`config.mk`:
```
export PLATFORM = sky130hd
export DESIGN_NAME = ps2_rx_fifo
export DESIGN_NICKNAME = d
export VERILOG_FILES = /design/src/rtl/ps2_pkg.sv /design/src/rtl/ps2_rx_buf.sv /design/src/rtl/ps2_rx_fifo.sv
export SDC_FILE = /design/constraint.sdc
export NUM_CORES = 1
export LEC_CHECK = 0
export CORE_MARGIN = 3
export CORE_UTILIZATION = 35
export DETAILED_ROUTE_END_ITERATION = 10
export SYNTH_ARGS = -nofsm -noshare
export SYNTH_HDL_FRONTEND = slang
export SYNTH_SLANG_ARGS = --single-unit
```
`constraint.sdc`:
```
create_clock -name clk -period 2.1 [get_ports clk]
set_input_delay 0.21 -clock clk [delete_from_list [all_inputs] [get_ports clk]]
set_output_delay 0.21 -clock clk [all_outputs]
set_load 0.01 [all_outputs]
```
`src/rtl/ps2_pkg.sv`:
```
// Shared types and defaults for the PS/2 receiver with byte buffer.
// Optional FIFO buffer selected by macro PS2_RX_FIFO_EN (see ps2_rx_buf).
package ps2_pkg;

  typedef enum logic [1:0] {
    IDLE,
    DATA,
    PARITY,
    STOP
  } ps2_state_e;

  localparam int unsigned DATA_BITS       = 8;
  localparam int unsigned FILTER_LEN_DEF  = 4;
  localparam int unsigned TIMEOUT_CYC_DEF = 50000;
  localparam int unsigned FIFO_DEPTH_DEF  = 8;

  // PS/2 uses odd parity over data plus parity bit.
  function automatic logic odd_parity_ok(input logic [DATA_BITS-1:0] data, input logic par);
    return ^{data, par};
  endfunction

endpackage

```
`src/rtl/ps2_rx_buf.sv`:
```
// Received-byte buffer: FIFO_DEPTH-entry show-ahead FIFO when PS2_RX_FIFO_EN
// is defined, otherwise a single holding register.
module ps2_rx_buf
  import ps2_pkg::*;
#(
  parameter int unsigned DEPTH = FIFO_DEPTH_DEF
) (
  input  logic                 clk,
  input  logic                 rst_n,
  input  logic                 push,
  input  logic [DATA_BITS-1:0] wr_data,
  input  logic                 pop,
  output logic [DATA_BITS-1:0] rd_data,
  output logic                 valid,
  output logic                 overrun
);

`ifdef PS2_RX_FIFO_EN
  localparam int unsigned AW = $clog2(DEPTH);

  logic [DATA_BITS-1:0] mem_q [DEPTH];
  logic [DATA_BITS-1:0] mem_d [DEPTH];
  logic [AW-1:0]        wr_ptr_q, wr_ptr_d, rd_ptr_q, rd_ptr_d;
  logic [AW:0]          count_q, count_d;
  logic                 full, empty, pop_ok, push_ok;

  assign empty   = (count_q == '0);
  assign full    = (count_q == (AW+1)'(DEPTH));
  assign pop_ok  = pop & ~empty;
  assign push_ok = push & (~full | pop_ok);

  always_comb begin
    mem_d    = mem_q;
    wr_ptr_d = wr_ptr_q;
    rd_ptr_d = rd_ptr_q;
    count_d  = count_q;
    if (push_ok) begin
      mem_d[wr_ptr_q] = wr_data;
      wr_ptr_d        = wr_ptr_q + 1'b1;
    end
    if (pop_ok) rd_ptr_d = rd_ptr_q + 1'b1;
    unique case ({push_ok, pop_ok})
      2'b10:   count_d = count_q + 1'b1;
      2'b01:   count_d = count_q - 1'b1;
      default: count_d = count_q;
    endcase
  end

  always_ff @(posedge clk or negedge rst_n) begin
    if (!rst_n) begin
      for (int unsigned i = 0; i < DEPTH; i++) mem_q[i] <= '0;
      wr_ptr_q <= '0;
      rd_ptr_q <= '0;
      count_q  <= '0;
    end else begin
      mem_q    <= mem_d;
      wr_ptr_q <= wr_ptr_d;
      rd_ptr_q <= rd_ptr_d;
      count_q  <= count_d;
    end
  end

  assign rd_data = empty ? '0 : mem_q[rd_ptr_q];
  assign valid   = ~empty;
  assign overrun = push & full & ~pop_ok;
`else
  // DEPTH has no effect on the holding register; the guard only consumes it.
  if (DEPTH > 0) begin : g_hold
    logic [DATA_BITS-1:0] hold_q, hold_d;
    logic                 valid_q, valid_d;
    logic                 pop_ok, push_ok;

    assign pop_ok  = pop & valid_q;
    assign push_ok = push & (~valid_q | pop_ok);

    always_comb begin
      hold_d  = hold_q;
      valid_d = valid_q;
      if (pop_ok) valid_d = 1'b0;
      if (push_ok) begin
        hold_d  = wr_data;
        valid_d = 1'b1;
      end
    end

    always_ff @(posedge clk or negedge rst_n) begin
      if (!rst_n) begin
        hold_q  <= '0;
        valid_q <= 1'b0;
      end else begin
        hold_q  <= hold_d;
        valid_q <= valid_d;
      end
    end

    assign rd_data = valid_q ? hold_q : '0;
    assign valid   = valid_q;
    assign overrun = push & valid_q & ~pop_ok;
  end
`endif

endmodule

```
`src/rtl/ps2_rx_fifo.sv`:
```
// PS/2 device-to-host receiver: synchronizer, glitch filter, frame FSM with
// timeout, feeding ps2_rx_buf (FIFO when PS2_RX_FIFO_EN is defined).
module ps2_rx_fifo
  import ps2_pkg::*;
#(
  parameter int unsigned FILTER_LEN  = FILTER_LEN_DEF,
  parameter int unsigned TIMEOUT_CYC = TIMEOUT_CYC_DEF,
  parameter int unsigned FIFO_DEPTH  = FIFO_DEPTH_DEF
) (
  input  logic                 clk,
  input  logic                 RST,
  input  logic                 SCL,
  input  logic                 SDA,
  input  logic                 rd_en,
  output logic [DATA_BITS-1:0] data_out,
  output logic                 data_valid,
  output logic                 parity_err,
  output logic                 frame_err,
  output logic                 overrun,
  output logic                 busy
);

  localparam int unsigned FW = $clog2(FILTER_LEN) + 1;
  localparam int unsigned TW = $clog2(TIMEOUT_CYC) + 1;
  localparam int unsigned BW = $clog2(DATA_BITS);

  logic [1:0]           scl_sync_q, scl_sync_d, sda_sync_q, sda_sync_d;
  logic                 scl_filt_q, scl_filt_d, sda_filt_q, sda_filt_d;
  logic                 scl_prev_q, scl_prev_d;
  logic [FW-1:0]        scl_cnt_q, scl_cnt_d, sda_cnt_q, sda_cnt_d;
  ps2_state_e           state_q, state_d;
  logic [BW-1:0]        bit_cnt_q, bit_cnt_d;
  logic [DATA_BITS-1:0] shift_q, shift_d;
  logic                 par_q, par_d;
  logic [TW-1:0]        tmo_q, tmo_d;
  logic                 scl_fall, tmo_hit, push;

  // Filtered level follows the synced line only after FILTER_LEN differing samples.
  always_comb begin
    scl_sync_d = {scl_sync_q[0], SCL};
    sda_sync_d = {sda_sync_q[0], SDA};
    scl_prev_d = scl_filt_q;
    scl_filt_d = scl_filt_q;
    sda_filt_d = sda_filt_q;
    scl_cnt_d  = '0;
    sda_cnt_d  = '0;
    if (scl_sync_q[1] != scl_filt_q) begin
      if (scl_cnt_q == FW'(FILTER_LEN - 1)) scl_filt_d = scl_sync_q[1];
      else scl_cnt_d = scl_cnt_q + 1'b1;
    end
    if (sda_sync_q[1] != sda_filt_q) begin
      if (sda_cnt_q == FW'(FILTER_LEN - 1)) sda_filt_d = sda_sync_q[1];
      else sda_cnt_d = sda_cnt_q + 1'b1;
    end
  end

  assign scl_fall = scl_prev_q & ~scl_filt_q;
  assign tmo_hit  = (state_q != IDLE) & ~scl_fall & (tmo_q == TW'(TIMEOUT_CYC - 1));

  always_ff @(posedge clk or negedge RST) begin
    if (!RST) begin
      scl_sync_q <= '1;
      sda_sync_q <= '1;
      scl_filt_q <= 1'b1;
      sda_filt_q <= 1'b1;
      scl_prev_q <= 1'b1;
      scl_cnt_q  <= '0;
      sda_cnt_q  <= '0;
      state_q    <= IDLE;
      bit_cnt_q  <= '0;
      shift_q    <= '0;
      par_q      <= 1'b0;
      tmo_q      <= '0;
    end else begin
      scl_sync_q <= scl_sync_d;
      sda_sync_q <= sda_sync_d;
      scl_filt_q <= scl_filt_d;
      sda_filt_q <= sda_filt_d;
      scl_prev_q <= scl_prev_d;
      scl_cnt_q  <= scl_cnt_d;
      sda_cnt_q  <= sda_cnt_d;
      state_q    <= state_d;
      bit_cnt_q  <= bit_cnt_d;
      shift_q    <= shift_d;
      par_q      <= par_d;
      tmo_q      <= tmo_d;
    end
  end

  always_comb begin
    state_d   = state_q;
    bit_cnt_d = bit_cnt_q;
    shift_d   = shift_q;
    par_d     = par_q;
    tmo_d     = '0;
    if (tmo_hit) begin
      state_d = IDLE;
    end else if (state_q != IDLE && !scl_fall) begin
      tmo_d = tmo_q + 1'b1;
    end
    if (scl_fall) begin
      unique case (state_q)
        IDLE: begin
          if (!sda_filt_q) begin
            state_d   = DATA;
            bit_cnt_d = '0;
          end
        end
        DATA: begin
          shift_d   = {sda_filt_q, shift_q[DATA_BITS-1:1]};
          bit_cnt_d = bit_cnt_q + 1'b1;
          if (bit_cnt_q == BW'(DATA_BITS - 1)) state_d = PARITY;
        end
        PARITY: begin
          par_d   = sda_filt_q;
          state_d = STOP;
        end
        STOP: state_d = IDLE;
      endcase
    end
  end

  always_comb begin
    push       = 1'b0;
    parity_err = 1'b0;
    frame_err  = tmo_hit;
    busy       = (state_q != IDLE);
    if (scl_fall && state_q == STOP) begin
      if (!odd_parity_ok(shift_q, par_q)) parity_err = 1'b1;
      else if (!sda_filt_q)               frame_err  = 1'b1;
      else                                push       = 1'b1;
    end
  end

  ps2_rx_buf #(
    .DEPTH (FIFO_DEPTH)
  ) u_buf (
    .clk     (clk),
    .rst_n   (RST),
    .push    (push),
    .wr_data (shift_q),
    .pop     (rd_en),
    .rd_data (data_out),
    .valid   (data_valid),
    .overrun (overrun)
  );

endmodule
```
Yosys cells after proc, flatten, opt, wreduce, memory -nomap -nowiden
Cells that the tools add are included.
Widths: inputs -> output; s select.
{"block": "totals", "reg_bits": 53, "in_bits": 5, "output_inout_bits": 13, "elab_cells": 77}
{"block": "op_classes", "addsub": 4, "eq_ne": 10, "mux": 24, "n_bitwise": 12, "reduce_logical": 13}
{"operator": "$mux 17", "n": 2}
{"operator": "$add 17x1->17 const B", "n": 1}
{"operator": "$eq 17x16->1 const B", "n": 1}
{"operator": "$mux 3", "n": 5}
{"operator": "$mux 1", "n": 10}
{"operator": "$add 3x1->3 const B", "n": 3}
{"operator": "$reduce_xor 9->1", "n": 1}
{"operator": "$mux 2", "n": 4}
{"operator": "$mux 8", "n": 1}
{"operator": "$pmux 2 s4", "n": 1}
{"operator": "$reduce_and 2->1", "n": 4}
{"operator": "$and 1x1->1", "n": 7}
{"operator": "$eq 3x2->1 const B", "n": 2}
{"operator": "$pmux 3 s2", "n": 1}
{"operator": "$reduce_bool 2->1", "n": 3}
{"operator": "$eq 2x2->1 const B", "n": 2}
{"operator": "$not 1->1", "n": 4}
{"operator": "$eq 3x3->1 const B", "n": 1}
{"operator": "$reduce_and 3->1", "n": 1}
{"operator": "$eq 2x1->1 const B", "n": 1}
{"operator": "$logic_and 1x1->1", "n": 2}
{"operator": "$logic_not 2->1", "n": 1}
{"operator": "$ne 1x1->1", "n": 2}
{"operator": "$ne 2x2->1 const B", "n": 1}
{"operator": "other kinds (2)", "n": 2}

Logic depth before layout (Yosys ltp)
Gate-level depths: netlist of run 1.
{"block": "depth", "depth_word": 9, "mapped_depth": 7}

Modules after synthesis
Synthesis of run 1 repeated with hierarchy kept, for this count alone.
{"block": "unflattened", "cells_unflattened": 205, "area_unflattened_um2": 2469.9}
{"module": "ps2_rx_fifo", "instances": 1, "cells_each": 175, "area_per_inst_um2": 2019.4, "seq_area_each_um2": 1109.8}
{"module": "ps2_rx_buf", "instances": 1, "cells_each": 30, "area_per_inst_um2": 450.4, "seq_area_each_um2": 225.2}

Worst setup path before layout of run 1
No wires, ideal clock.
{"block": "synth_path", "path_kind": "flip-flop to flip-flop", "from": "reg shift_q[1]", "to": "reg u_buf.g_hold.hold_q[0]", "t_arrival_ns": 1.669, "required_time_ns": 1.975, "path_slack_ns": 0.307, "stages_incl_launch_ff": 5, "n_path_buf": 0, "cell_sequence": "dfrtp_1 > xor2_1 > xnor3_2 > mux2i_4 > mux2_2"}
{"block": "synth_between", "elab_chain_len": 4}
{"item": "start: declaration", "line": "ps2_rx_fifo.sv:33", "source": "logic [DATA_BITS-1:0] shift_q, shift_d;"}
{"item": "start signal: assignment", "line": "ps2_rx_fifo.sv:84", "source": "shift_q <= shift_d;"}
{"item": "$reduce_xor 9->1", "line": "ps2_pkg.sv:19", "source": "return ^{data, par};"}
{"item": "$mux 1", "line": "ps2_rx_fifo.sv:129", "source": "if (!odd_parity_ok(shift_q, par_q)) parity_err = 1'b1;"}
{"item": "$mux 1", "line": "ps2_rx_fifo.sv:128", "source": "if (scl_fall && state_q == STOP) begin"}
{"item": "$and 1x1->1", "line": "ps2_rx_buf.sv:74", "source": "assign push_ok = push & (~valid_q | pop_ok);"}
{"item": "end signal: assignment", "line": "ps2_rx_buf.sv:91", "source": "hold_q <= hold_d;"}
{"item": "end: declaration", "line": "ps2_rx_buf.sv:69", "source": "logic [DATA_BITS-1:0] hold_q, hold_d;"}
No other way between the ends.
A chain may end at the register's enable or synchronous reset.

Worst setup path after layout of run 1
{"block": "layout_path", "from": "reg shift_q[4]", "to": "out parity_err"}
{"block": "layout_between", "elab_chain_len": 3}
{"item": "$reduce_xor 9->1", "line": "ps2_pkg.sv:19"}
{"item": "$mux 1", "line": "ps2_rx_fifo.sv:129"}
{"item": "$mux 1", "line": "ps2_rx_fifo.sv:128"}
{"item": "end: declaration", "line": "ps2_rx_fifo.sv:17", "source": "output logic parity_err,"}
No other way between the ends.

==> impl_metrics.tcl, run 1 <==
set metrics [dict create \
    status "completed" \
    grt_usage 0.1169 \
    fin_hold_ws_ns 0.01030 \
    htreeDepth 2 \
    fin_nets 249 \
    regArea_mm2 0.001335 \
    power_density_mw_per_mm2 1161 \
    drtAntennaViolNets 0 \
    cts_buffer_depth 2 \
    grt_pass1_wl_um 7182 \
    synth_area_leaders "dfrtp_1, mux2_2, dfstp_2" \
    rsz0062_at_grt "yes" \
    hold_violations 0 \
    end_kind "output port" \
    drt_iter0_markers 62 \
    drv_cap 0 \
    ios 18 \
    criticalPathCategory "register to output port" \
    drcViolationCount 0 \
    grt_max_degree 54 \
    drt_pass1_iterations 4 \
    p_switching_mw 1.093 \
    cts_tree "done" \
    wire_per_inst_um 12.87 \
    port-buffer-count 17 \
    yosysTopAreaCellShare 0.4745 \
    multi_input_area_mm2 0.001062 \
    vias 1561 \
    die_h_um 89.26 \
    maxSlewViolCount 0 \
    synth-seq-area-share 0.5503 \
    period_share 0.9533 \
    clock_sinks 53 \
    synth_nets 211 \
    final-setup-viol-count 0 \
    clock_power_share 0.172 \
    max-vdd-ir-drop_uv 441.5 \
    cp.required_ns 1.89 \
    power_frac_seq 0.412 \
    syn_area_mm2 0.002426 \
    p_int_mw 2.292 \
    viasPerCell 4.924 \
    arrival_ns 1.79 \
    start_util 0.3715 \
    hp-class "primary input to async pin" \
    max_stage_delay_ns 0.47 \
    ys_seq_elements 53 \
    fin_skew_ns 0.01126 \
    first_global_vias 1561 \
    fillCellCount 602 \
    core_mm2 0.006531 \
    rows 29 \
    gp_congestion 0.7322 \
    synthCells 201 \
    die_width_um 89.26 \
    p_leak_nw 1.331 \
    clock_latency_ns 0.31 \
    synth.most_common_cell "dfrtp_1" \
    fin_ws_ns 0.09817 \
    critPathSlowestCell "xnor3_2" \
    worstPathCellList "xor2_1, xnor3_2, xnor2_2, and2_1, buf_2" \
    globalRoute.totalOverflow 0 \
    comb_power_share 0.416 \
    wl_um 4080 \
    cts_buffers 5 \
    drive_gt1_frac 0.2875 \
    async_flop_share 1.000 \
    area_growth_pct 20.17 \
    yosys_warnings 0 \
    antenna_found_initial 0 \
    crit_fanout 4 \
    period_minus_slack_ns 2.002 \
    die-area_mm2 0.007966 \
    postCtsHoldBufs 0 \
    tightestPinTransition_ns 0.6672 \
    setup_tns_ns 0 \
    clock-root-buffer "clkbuf_8" \
    hpwl_um 2889 \
    place_ws_ns -0.06489 \
    clk_pin_slew_ns 0.10 \
    total_power_mw 3.385 \
    syn_area_per_cell_um2 12.07 \
    cp-start-kind "register" \
    synth_cell_types 38 \
    p_sw_frac 0.3229 \
    yosys.area.top_type "dfrtp_1" \
    antenna-diode-count 0 \
    timing.fmax_mhz 499.5 \
    ys_top_cells_by_count "dfrtp_1, mux2_2, nor2_1" \
    relSlewSlack 0.5552 \
    synth_enable_flop_cells 0 \
    ys.flop_type "dfrtp_1" \
]
-- flip-flops by register name, indices dropped and copies added (netlist names), 2 cells and up --
name and cells:
u_buf.g_hold.hold_q 8, state_q 2, scl_cnt_q 3, scl_sync_q 2, sda_sync_q 2, bit_cnt_q 3
shift_q 8, sda_cnt_q 3, tmo_q 17
-- kinds of logic (layout without fill, tap and decap cells) --
family / after synthesis / after routing / synth area share
and+or+nand+nor: 79 / 79 / 0.1821
DFF: 53 / 53 / 0.5503
xor gates and xnor gates: 21 / 21 / 0.08819
muxes: 21 / 21 / 0.1021
AOI/OAI and AO/OA: 13 / 13 / 0.03404
buffers and inverters: 9 / 48 / 0.01753
adders and majority gates: 5 / 5 / 0.02579
-- cells in the final DEF, fill, tap and decap left out, drive strengths merged, types with 3 or more instances in the layout --
cell type and instances:
dfrtp 46, buf 25, mux2 20, nor2 19
xor2 13, clkdlybuf4s50 13, and2 11, nand2 9
nand4 8, dfstp 7, o21ai 6, xnor2 6
nand3 5, ha 5, clkbuf 5, nor2b 4
nor3 4, and4 3, nor3b 3, inv 3
-- critical path: cells and delay by family (launching register included) --
family | cells | cell delay, ns
buf+inv | 1 | 0.12
simple gates | 1 | 0.14
flops | 1 | 0.40
xor+xnor | 3 | 0.82
-- layout make-up --
cell class              count  share of cell area
flip-flops and latches     53              0.4579
repair buffers             38              0.1099
multi-input cells         139              0.3644
clock buffers               5             0.02361
clock inverters             3            0.008584
inverters                   2            0.002575
well taps                  77             0.03305
-- power by group through the flow --
stage	logic, mW	clock network (mW)	registers (mW)
floorplan	0.935	0	1.40
global placement	1.35	0	1.41
detailed placement	1.37	0	1.42
CTS	1.43	0.615	1.40
global route	1.56	0.654	1.42
finish	1.41	0.583	1.39
-- per-stage QoR --
stage	area (um^2)	utilization	std cells
6_report	2915	0.4464	317
5_1_grt	2915	0.4464	317
4_1_cts	2895	0.4433	316
3_5_place_dp	2803	0.4291	308
3_3_place_gp	2803	0.4291	308
2_1_floorplan	2426	-	201
-- layer usage --
layer / up-vias / track usage / routed length [um] / share of wire
met1: 760 / 0.1477 / 1984 / 0.49
met5: - / 0 / 0 / 0
met2: 22 / 0.1962 / 1913 / 0.47
met3: 4 / 0.03041 / 130 / 0.032
li1: 775 / - / - / -
met4: 0 / 0.03654 / 52 / 0.013
-- final timing paths --
kind | start | end | slack, ns | depth (start not counted)
min in group clk | SDA | sda_sync_q[0] | 0.30 | 1
max reg2reg | shift_q[4] | u_buf.g_hold.hold_q[3] | 0.14 | 6
max in group asynchronous | RST | tmo_q[14] | 1.63 | 2
max | shift_q[4] | parity_err | 0.1 | 5
min | RST | sda_cnt_q[2] | 0.01 | 2
min reg2reg | sda_sync_q[0] | sda_sync_q[1] | 0.36 | 0
-- timing repair --
action	4_1_cts	5_1_grt
resized for setup	14	0
setup endpoints to repair	3	11
pin swaps	5	4
buffers inserted	0	1
gates cloned	0	0
Power figures use the tool's default switching activity.
==> run 2, diff against run 1 <==
- SLEW_MARGIN: unset -> 20
==> results of run 2 <==
Same layout as run 1: the final DEF is identical, and so are final timing and power.
